===== config.mk =====
export PLATFORM = sky130hd
export DESIGN_NAME = water_level_sensor_conditioner_flat
export DESIGN_NICKNAME = d
export VERILOG_FILES = /design/src/rtl/water_level_sensor_conditioner_if.sv /design/src/rtl/water_level_sensor_conditioner.sv /design/src/flat_wrapper.sv
export SDC_FILE = /design/constraint.sdc
export NUM_CORES = 1
export LEC_CHECK = 0
export BUFFER_PORTS_ARGS = -buffer_cell sky130_fd_sc_hd__buf_2
export CORE_UTILIZATION = 46
export DETAILED_ROUTE_END_ITERATION = 10
export GPL_TIMING_DRIVEN = 1
export SYNTH_ARGS = -nofsm -noshare
export SYNTH_HDL_FRONTEND = slang
export SYNTH_SLANG_ARGS = --single-unit

===== constraint.sdc =====
create_clock -name clk -period 3.34 [get_ports clk]
set_clock_uncertainty 0.2 [all_clocks]
set_input_delay 0 -clock clk [delete_from_list [all_inputs] [get_ports clk]]
set_output_delay 0 -clock clk [all_outputs]
set_load 0.05 [all_outputs]

===== src/rtl/water_level_sensor_conditioner_if.sv =====
// rtl/water_level_sensor_conditioner_if.sv - float-switch inputs and conditioned level outputs
// Purpose: groups the raw switch inputs, fault clear and conditioned outputs of
//          water_level_sensor_conditioner.
// Signals: raw_s1/raw_s2/raw_s3 async float switches, fault_clr clear pulse,
//          S1/S2/S3 conditioned level bits, level_valid, sensor_fault, level_change,
//          change_count (only when WATER_LEVEL_CHANGE_COUNT_EN is defined).
// Modports: master = stimulus side, slave = conditioner side.
interface water_level_sensor_conditioner_if;
  logic        raw_s1;
  logic        raw_s2;
  logic        raw_s3;
  logic        fault_clr;
  logic        S1;
  logic        S2;
  logic        S3;
  logic        level_valid;
  logic        sensor_fault;
  logic        level_change;
`ifdef WATER_LEVEL_CHANGE_COUNT_EN
  logic [15:0] change_count;
`endif

  modport master (
    output raw_s1, raw_s2, raw_s3, fault_clr,
`ifdef WATER_LEVEL_CHANGE_COUNT_EN
    input  change_count,
`endif
    input  S1, S2, S3, level_valid, sensor_fault, level_change
  );

  modport slave (
    input  raw_s1, raw_s2, raw_s3, fault_clr,
`ifdef WATER_LEVEL_CHANGE_COUNT_EN
    output change_count,
`endif
    output S1, S2, S3, level_valid, sensor_fault, level_change
  );
endinterface


===== src/rtl/water_level_sensor_conditioner.sv =====
// rtl/water_level_sensor_conditioner.sv - sync, debounce and plausibility check of float switches
// Purpose: conditions three bouncy async float switches into clean level bits S1..S3 for the
//          fill controller, and flags a sustained implausible pattern as sensor_fault.
// Ports:   clk   system clock (posedge)
//          reset synchronous active-low reset
//          lvl   slave modport: raw_s1..3, fault_clr in; S1..S3, level_valid, sensor_fault,
//                level_change out (+ change_count [15:0] when enabled)
// Config:  define WATER_LEVEL_CHANGE_COUNT_EN to add the saturating level_change counter.
module water_level_sensor_conditioner #(
  parameter int DEBOUNCE_CYCLES = 1000,
  parameter int DB_W            = 16,
  parameter int FAULT_CYCLES    = 4000,
  parameter int FLT_W           = 16
) (
  input  logic                              clk,
  input  logic                              reset,
  water_level_sensor_conditioner_if.slave   lvl
);

  localparam logic [DB_W-1:0]  DB_LAST     = DB_W'(DEBOUNCE_CYCLES - 1);
  localparam logic [DB_W-1:0]  STARTUP_LEN = DB_W'(DEBOUNCE_CYCLES + 2);
  localparam logic [FLT_W-1:0] FLT_TARGET  = FLT_W'(FAULT_CYCLES);
  localparam logic [FLT_W-1:0] FLT_MAX     = '1;

  logic [2:0]       raw;
  logic [2:0]       sync_a;
  logic [2:0]       sync_b;
  logic [2:0]       db;
  logic [DB_W-1:0]  db_cnt [3];
  logic [DB_W-1:0]  st_cnt;
  logic             startup_done;
  logic             plausible;
  logic [FLT_W-1:0] flt_cnt;
  logic [FLT_W-1:0] flt_inc;
  logic [2:0]       s_out;
  logic             valid_q;
  logic             fault_q;
  logic             change_q;

  assign raw = {lvl.raw_s3, lvl.raw_s2, lvl.raw_s1};

  // Two-flop synchroniser; resets to 1 so an idle reservoir reads as full.
  always_ff @(posedge clk) begin
    if (!reset) begin
      sync_a <= 3'b111;
      sync_b <= 3'b111;
    end else begin
      sync_a <= raw;
      sync_b <= sync_a;
    end
  end

  // A bit flips only after DEBOUNCE_CYCLES consecutive disagreeing samples; any
  // agreeing sample restarts the run. The counter stops at DB_LAST so it never wraps.
  always_ff @(posedge clk) begin
    if (!reset) begin
      db <= 3'b111;
      for (int i = 0; i < 3; i++) db_cnt[i] <= '0;
    end else begin
      for (int i = 0; i < 3; i++) begin
        if (sync_b[i] == db[i]) begin
          db_cnt[i] <= '0;
        end else if (db_cnt[i] == DB_LAST) begin
          db[i]     <= sync_b[i];
          db_cnt[i] <= '0;
        end else begin
          db_cnt[i] <= db_cnt[i] + 1'b1;
        end
      end
    end
  end

  // Startup window lets the debouncers settle before anything reaches the fill controller.
  assign startup_done = (st_cnt == STARTUP_LEN);

  always_ff @(posedge clk) begin
    if (!reset) begin
      st_cnt <= '0;
    end else if (!startup_done) begin
      st_cnt <= st_cnt + 1'b1;
    end
  end

  // Switches are stacked, so water can only cover them bottom-up.
  assign plausible = (db == 3'b000) || (db == 3'b001) || (db == 3'b011) || (db == 3'b111);
  assign flt_inc   = (flt_cnt == FLT_MAX) ? flt_cnt : flt_cnt + 1'b1;

  always_ff @(posedge clk) begin
    if (!reset) begin
      s_out    <= 3'b111;
      valid_q  <= 1'b0;
      fault_q  <= 1'b0;
      change_q <= 1'b0;
      flt_cnt  <= '0;
    end else if (!startup_done) begin
      s_out    <= 3'b111;
      valid_q  <= 1'b0;
      change_q <= 1'b0;
      flt_cnt  <= '0;
      if (lvl.fault_clr) fault_q <= 1'b0;
    end else begin
      if (plausible) begin
        s_out    <= db;
        valid_q  <= 1'b1;
        change_q <= (db != s_out);
      end else begin
        valid_q  <= 1'b0;
        change_q <= 1'b0;
      end
      // A fault being raised this cycle takes priority over a simultaneous clear.
      if (!plausible && (flt_inc == FLT_TARGET)) begin
        fault_q <= 1'b1;
      end else if (lvl.fault_clr) begin
        fault_q <= 1'b0;
      end
      if (lvl.fault_clr || plausible) begin
        flt_cnt <= '0;
      end else begin
        flt_cnt <= flt_inc;
      end
    end
  end

  assign lvl.S1           = s_out[0];
  assign lvl.S2           = s_out[1];
  assign lvl.S3           = s_out[2];
  assign lvl.level_valid  = valid_q;
  assign lvl.sensor_fault = fault_q;
  assign lvl.level_change = change_q;

`ifdef WATER_LEVEL_CHANGE_COUNT_EN
  logic [15:0] change_cnt;

  always_ff @(posedge clk) begin
    if (!reset) begin
      change_cnt <= '0;
    end else if (change_q && (change_cnt != 16'hFFFF)) begin
      change_cnt <= change_cnt + 1'b1;
    end
  end

  assign lvl.change_count = change_cnt;
`endif

endmodule


===== src/flat_wrapper.sv =====
// flat-port wrapper written by rule: the top's interface ports become plain ports
module water_level_sensor_conditioner_flat 
#(
  parameter int DEBOUNCE_CYCLES = 1000,
  parameter int DB_W            = 16,
  parameter int FAULT_CYCLES    = 4000,
  parameter int FLT_W           = 16
)
  (clk, reset, lvl_raw_s1, lvl_raw_s2, lvl_raw_s3, lvl_fault_clr, lvl_S1, lvl_S2, lvl_S3, lvl_level_valid, lvl_sensor_fault, lvl_level_change);
  water_level_sensor_conditioner_if lvl_i ();
  input  logic clk;
  input  logic reset;
  input wire logic [$bits(lvl_i.raw_s1)-1:0] lvl_raw_s1;
  input wire logic [$bits(lvl_i.raw_s2)-1:0] lvl_raw_s2;
  input wire logic [$bits(lvl_i.raw_s3)-1:0] lvl_raw_s3;
  input wire logic [$bits(lvl_i.fault_clr)-1:0] lvl_fault_clr;
  output wire logic [$bits(lvl_i.S1)-1:0] lvl_S1;
  output wire logic [$bits(lvl_i.S2)-1:0] lvl_S2;
  output wire logic [$bits(lvl_i.S3)-1:0] lvl_S3;
  output wire logic [$bits(lvl_i.level_valid)-1:0] lvl_level_valid;
  output wire logic [$bits(lvl_i.sensor_fault)-1:0] lvl_sensor_fault;
  output wire logic [$bits(lvl_i.level_change)-1:0] lvl_level_change;
  assign lvl_i.raw_s1 = lvl_raw_s1;
  assign lvl_i.raw_s2 = lvl_raw_s2;
  assign lvl_i.raw_s3 = lvl_raw_s3;
  assign lvl_i.fault_clr = lvl_fault_clr;
  assign lvl_S1 = lvl_i.S1;
  assign lvl_S2 = lvl_i.S2;
  assign lvl_S3 = lvl_i.S3;
  assign lvl_level_valid = lvl_i.level_valid;
  assign lvl_sensor_fault = lvl_i.sensor_fault;
  assign lvl_level_change = lvl_i.level_change;
  water_level_sensor_conditioner #(.DEBOUNCE_CYCLES(DEBOUNCE_CYCLES), .DB_W(DB_W), .FAULT_CYCLES(FAULT_CYCLES), .FLT_W(FLT_W)) u_core (.clk(clk), .reset(reset), .lvl(lvl_i));
endmodule

=== Word-level counts from Yosys, hierarchy flattened ===
Memory sizes are Yosys's and may differ from the RTL's.
Cells that the tools add are included.

* RAM bits: 48
* Word-level logic and storage cells: 105
* Output and inout bits: 6
* Input port bits: 6
* Latch bits: 0
* Memories kept: 1
* ROM bits: 0
* Register bits after elaboration: 47

{| class="wikitable"
|+ Memories
! memory !! words !! bits a word !! read ports !! clocked after Yosys merged registers in !! wr ports !! line !! text
|-
| u_core.db_cnt || 3 || 16 || 3 || 0 || 3 || water_level_sensor_conditioner.sv:29 || <nowiki>logic [DB_W-1:0] db_cnt [3];</nowiki>
|}

* $mul: 0
* Add/sub/neg operators: 5
* Shift operators: 0
* Div/mod/pow operators: 0
* Multiplexer cells: 48
* Equality and inequality tests: 13
* Bitwise operators: 14
* Order comparisons: 0
* Reductions and logical operators: 13

{| class="wikitable"
|+ Operator list
! kind !! count
|-
| $mux 16 || 10
|-
| $add 16x1->16 const B || 5
|-
| $eq 16x10->1 const B || 4
|-
| $mux 1 || 38
|-
| $eq 16x12->1 const B || 1
|-
| $eq 16x16->1 const B || 1
|-
| $or 1x1->1 || 9
|-
| $reduce_and 2->1 || 4
|-
| $not 1->1 || 5
|-
| $logic_or 1x1->1 || 4
|-
| $eq 1x1->1 || 3
|-
| $eq 3x1->1 const B || 1
|-
| $eq 3x2->1 const B || 1
|-
| $eq 3x3->1 const B || 1
|-
| $logic_not 3->1 || 1
|-
| $ne 3x3->1 || 1
|-
| $reduce_and 3->1 || 1
|-
| $reduce_or 3->1 || 1
|-
| $logic_and 1x1->1 || 1
|-
| $logic_not 1->1 || 1
|}

=== Depth between registers and ports, before layout ===
* Word-level depth: 8
* Mapped depth: 8
* Depth with buffers taken out: 7

=== Worst setup path before layout ===
OpenSTA, ideal clock, no wires.

* Path kind: register to register
* From: register u_core.flt_cnt[0]
* To: register u_core.fault_q (netlist: u_core.lvl.sensor_fault)
* Path buffers: 0
* Library setup time: 69 ps
* Period minus slack after synthesis: 2039 ps
* Path slack: 1301 ps
* Cell stages (with the launch flop): 8
* Required time: 3071 ps
* Arrival: 1770 ps
* Path through: dfxtp_1 -> ha_1 -> inv_1 -> nor4_4 -> nand3_1 -> a2111oi_1 -> nand4b_1 -> o21ai_1

* Longest elaborated chain between the ends: 6
* Elaborated cells on any way between the ends: 7
* Classes of those cells: 1 x add/sub; 2 x eq/ne; 3 x mux; 1 x reduce/logical

{| class="wikitable"
|+ RTL lines
! element !! line !! text
|-
| start: declaration || water_level_sensor_conditioner.sv:33 || <nowiki>logic [FLT_W-1:0] flt_cnt;</nowiki>
|-
| start signal: assignment || water_level_sensor_conditioner.sv:119 || <nowiki>flt_cnt <= flt_inc;</nowiki>
|-
| $add 16x1->16 / $eq 16x16->1 (equally long branches) || water_level_sensor_conditioner.sv:86 || <nowiki>assign flt_inc = (flt_cnt == FLT_MAX) ? flt_cnt : flt_cnt + 1'b1;</nowiki>
|-
| $mux 16 (*) || water_level_sensor_conditioner.sv:86 ||
|-
| $eq 16x12->1 (*) || water_level_sensor_conditioner.sv:111 || <nowiki>if (!plausible && (flt_inc == FLT_TARGET)) begin</nowiki>
|-
| $logic_and 1x1->1 (*) || water_level_sensor_conditioner.sv:111 ||
|-
| $mux 1 (*) || water_level_sensor_conditioner.sv:111 ||
|-
| $mux 1 (*) || water_level_sensor_conditioner.sv:95 || <nowiki>end else if (!startup_done) begin</nowiki>
|-
| end signal: assignment || water_level_sensor_conditioner.sv:100 || <nowiki>if (lvl.fault_clr) fault_q <= 1'b0;</nowiki>
|-
| end signal: assignment || water_level_sensor_conditioner.sv:112 || <nowiki>fault_q <= 1'b1;</nowiki>
|-
| end signal: assignment || water_level_sensor_conditioner.sv:114 || <nowiki>fault_q <= 1'b0;</nowiki>
|-
| end: declaration || water_level_sensor_conditioner.sv:37 || <nowiki>logic fault_q;</nowiki>
|}

Mark *: on every way between the ends. The rest lies on a longest branch, timed or not.
A chain may end at the register's enable or synchronous reset.

=== Worst setup path after layout ===
Same ends and word-level chain as after synthesis.

==> results.toml <==
[grt]
grtUsageMet1_pct = 22.7
top_usage_layer = "met2"
grt_util_met3_pct = 3.71
grt_pass1_wl_um = 14800
overflow = 0
antenna_found_initial = 0
gr-usage-met2_pct = 26.8
grt_use_total_pct = 16.9
grt_pass1_vias = 3271
grt_max_degree = 19

[worst_hold_path]
hold_end = "u_core.sync_b[1]"
whs_path_depth = 1
hold_path.class = "flop to flop"
hold_path.startpoint = "u_core.sync_a[1]"

[route]
drt_iter0_drc = 107
vias = 3439
first_pass_iters = 4
route.detailed.drc = 0
avgRoutedWirePerCell_um = 12.2
via_per_inst = 5.02
finalWirelength_um = 8350
antenna_left = 0

[synth]
syn_area_sq_um = 4750
synth-seq-cells = 95
netlist_instances = 484
synth_area_leaders = "edfxtp_1 (30%), dfxtp_1 (20%), xor2_1 (7.6%)"
ys.flop_type = "edfxtp_1"
async_flop_share_pct = 0
yosysUniqueCellTypes = 52
ys_seq_area_share_pct = 50.1
yosysWarnings = 0
synth_top_area_share_pct = 30.3
syn_avg_cell_area_sq_um = 9.82
synth_top_area_cell = "edfxtp_1"
synth_edf_count = 48

[sta]
finalHoldViolations = 0
setup_violations = 0
rsz0062_at_grt = "no"
slew_viol_final = 0
period_share_pct = 68.8
fmax_mhz = 435
fin_crit_ns = 2.30
whs_ns = 0.216
worst_pin_slew_ns = 0.630
fin_setup_tns_ns = 0
slew_headroom_pct = 57.9

[setup_path]
path_max_fanout = 6
arrival_ns = 2.40
required_ns = 3.44
rrSetupSlack_ns = 1.04
crit_path_end_kind = "flop"
worstReg2RegStart = "u_core.flt_cnt[0]"
path_class = "flop to flop"
r2r_end = "u_core.lvl.sensor_fault"
start_kind = "flop"
ff2ff_path_depth = 7

[outcome]
status = "complete, no violations"

[cts]
hold_buffers = 9
cts-buffers-inserted = 9
post_cts.repair.setup_buffers = 0
cts.reportedPaths.clkPinSlew_ns = 0.09
ctsResizeCount = 0
clockRootBuffer = "clkbuf_8"
htree_num_levels = 3
cts_tree = "built"
cts_sinks = 95
clkLatencyLatePin_ns = 0.36
clock_path_buffers = 2

[floorplan]
die_y_um = 104
num_rows = 36
coreArea_sq_um = 9910
floorplan.initialDensity_pct = 48.0
fp.dieW_um = 104
io_pins = 12
die_area_sq_um = 10700

[power_and_ir_drop]
p_total_mw = 2.21
powerDensity_nw_per_um2 = 410
p_leak_nw = 1.96
ir_worst_vdd_uv = 248

[finish]
nets = 559
post-route-cell-area_sq_um = 5400
area_growth_syn_to_layout_pct = 13.5
n_antenna_cell = 0
drive_gt1_share_pct = 6.70

[place]
hpwl_um = 5880
place_area_sq_um = 5080
gp_congestion = 0.840
io_buffers = 11

[run]
cap_violations = 0
## layer usage
| layer | wire [um] | vias up | part of all wire (%) |
|---|---|---|---|
| met5 | 0 | - | 0 |
| met4 | 113 | 0 | 1.4 |
| met1 | 4240 | 1604 | 51 |
| li1 | - | 1786 | - |
| met2 | 3760 | 39 | 45 |
| met3 | 229 | 10 | 2.7 |
## critical path: stages, from the launching register on
cell,delay (ns)
dfxtp_1,0.42
ha_1,0.30
inv_1,0.13
nor4_4,0.38
nand3_1,0.13
a2111oi_1,0.40
nand4b_1,0.14
o21ai_1,0.12
## state kept, by name (all words and copies together) (netlist names)
signal,flops
u_core.db,3
u_core.db_cnt,48
u_core.flt_cnt,16
u_core.lvl.level_change,1
u_core.lvl.level_valid,1
u_core.lvl.sensor_fault,1
u_core.s_out,3
u_core.st_cnt,16
u_core.sync_a,3
u_core.sync_b,3
## kinds of logic (layout without fill, tap and decap cells)
kind of cell / after synthesis / after routing / synth area share, %
flip-flops: 95 / 95 / 50.1
other: 1 / 48 / 0.0789
multiplexers: 7 / 7 / 1.47
adder cells (fa/ha/maj): 6 / 6 / 1.58
AND/OR/NAND/NOR: 243 / 243 / 26.8
XOR/XNOR: 65 / 65 / 12.0
AO/OA/AOI/OAI: 41 / 41 / 5.55
buffers and inverters: 26 / 47 / 2.45
## cell usage after synthesis (9+ instances only)
cell and instances:
clkbuf_1 9, edfxtp_1 48, o21ai_0 11, inv_1 11
dfxtp_1 47, and3_1 14, nor3_1 11, nand3_1 35
a21oi_1 12, xnor2_1 24, xor2_1 41, nand2_1 34
nand4_1 14, nor2_1 82
## where the power goes
group          internal (mW)  total [mW]  leakage (nW)  switching, mW
combinational         0.0312      0.0696         0.967         0.0384
sequential              1.25        1.29         0.876         0.0314
clock                  0.467       0.860         0.116          0.393
## metrics by stage
step           worst slack [ns]  util [%]  instances
2_1_floorplan              1.30         -        531
4_1_cts                    1.04      54.5        685
3_5_place_dp               1.06      51.2        660
5_1_grt                   0.857      54.5        685
6_report                   1.04      54.5        685
3_3_place_gp               1.14      51.2        660
## worst max path at each step
stage / start / to / slack (ns) / depth (start not counted)
6_report: u_core.flt_cnt[0] / u_core.lvl.sensor_fault / 1.04 / 7
5_1_grt: u_core.flt_cnt[0] / u_core.lvl.sensor_fault / 0.86 / 7
4_1_cts: u_core.flt_cnt[0] / u_core.lvl.sensor_fault / 1.04 / 7
3_5_place_dp: u_core.flt_cnt[0] / u_core.lvl.sensor_fault / 1.06 / 7
3_3_place_gp: u_core.flt_cnt[0] / u_core.lvl.sensor_fault / 1.14 / 7
2_1_floorplan: u_core.flt_cnt[0] / u_core.lvl.sensor_fault / 1.30 / 7
## final cells by class
| cell class | count | area, sq um |
|---|---|---|
| multi-input cells | 410 | 2430 |
| well taps | 133 | 166 |
| clock buffers | 11 | 153 |
| repair buffers | 20 | 145 |
| clock inverters | 5 | 77.6 |
| fillers | 923 | 4510 |
| inverters | 11 | 41.3 |
| flip-flops and latches | 95 | 2380 |
## layout by cell type (no fill, tap or decap), types with 3 or more instances in the layout
master         instances
and4_1                 6
buf_2                 11
a211oi_1               3
mux2i_1                7
dfxtp_1               47
or3_1                  8
a21oi_1               12
xor2_1                41
clkbuf_8               9
nand4_1               14
xnor2_1               24
conb_1                48
o21ai_0               11
and3_1                14
nand2b_1               8
nor4_1                 8
and2_1                 7
nand2_1               34
nor3_1                11
dlygate4sd3_1          9
nor2_1                82
nand3_1               35
ha_1                   6
edfxtp_1              48
inv_1                 11
Power figures use the tool's default switching activity.
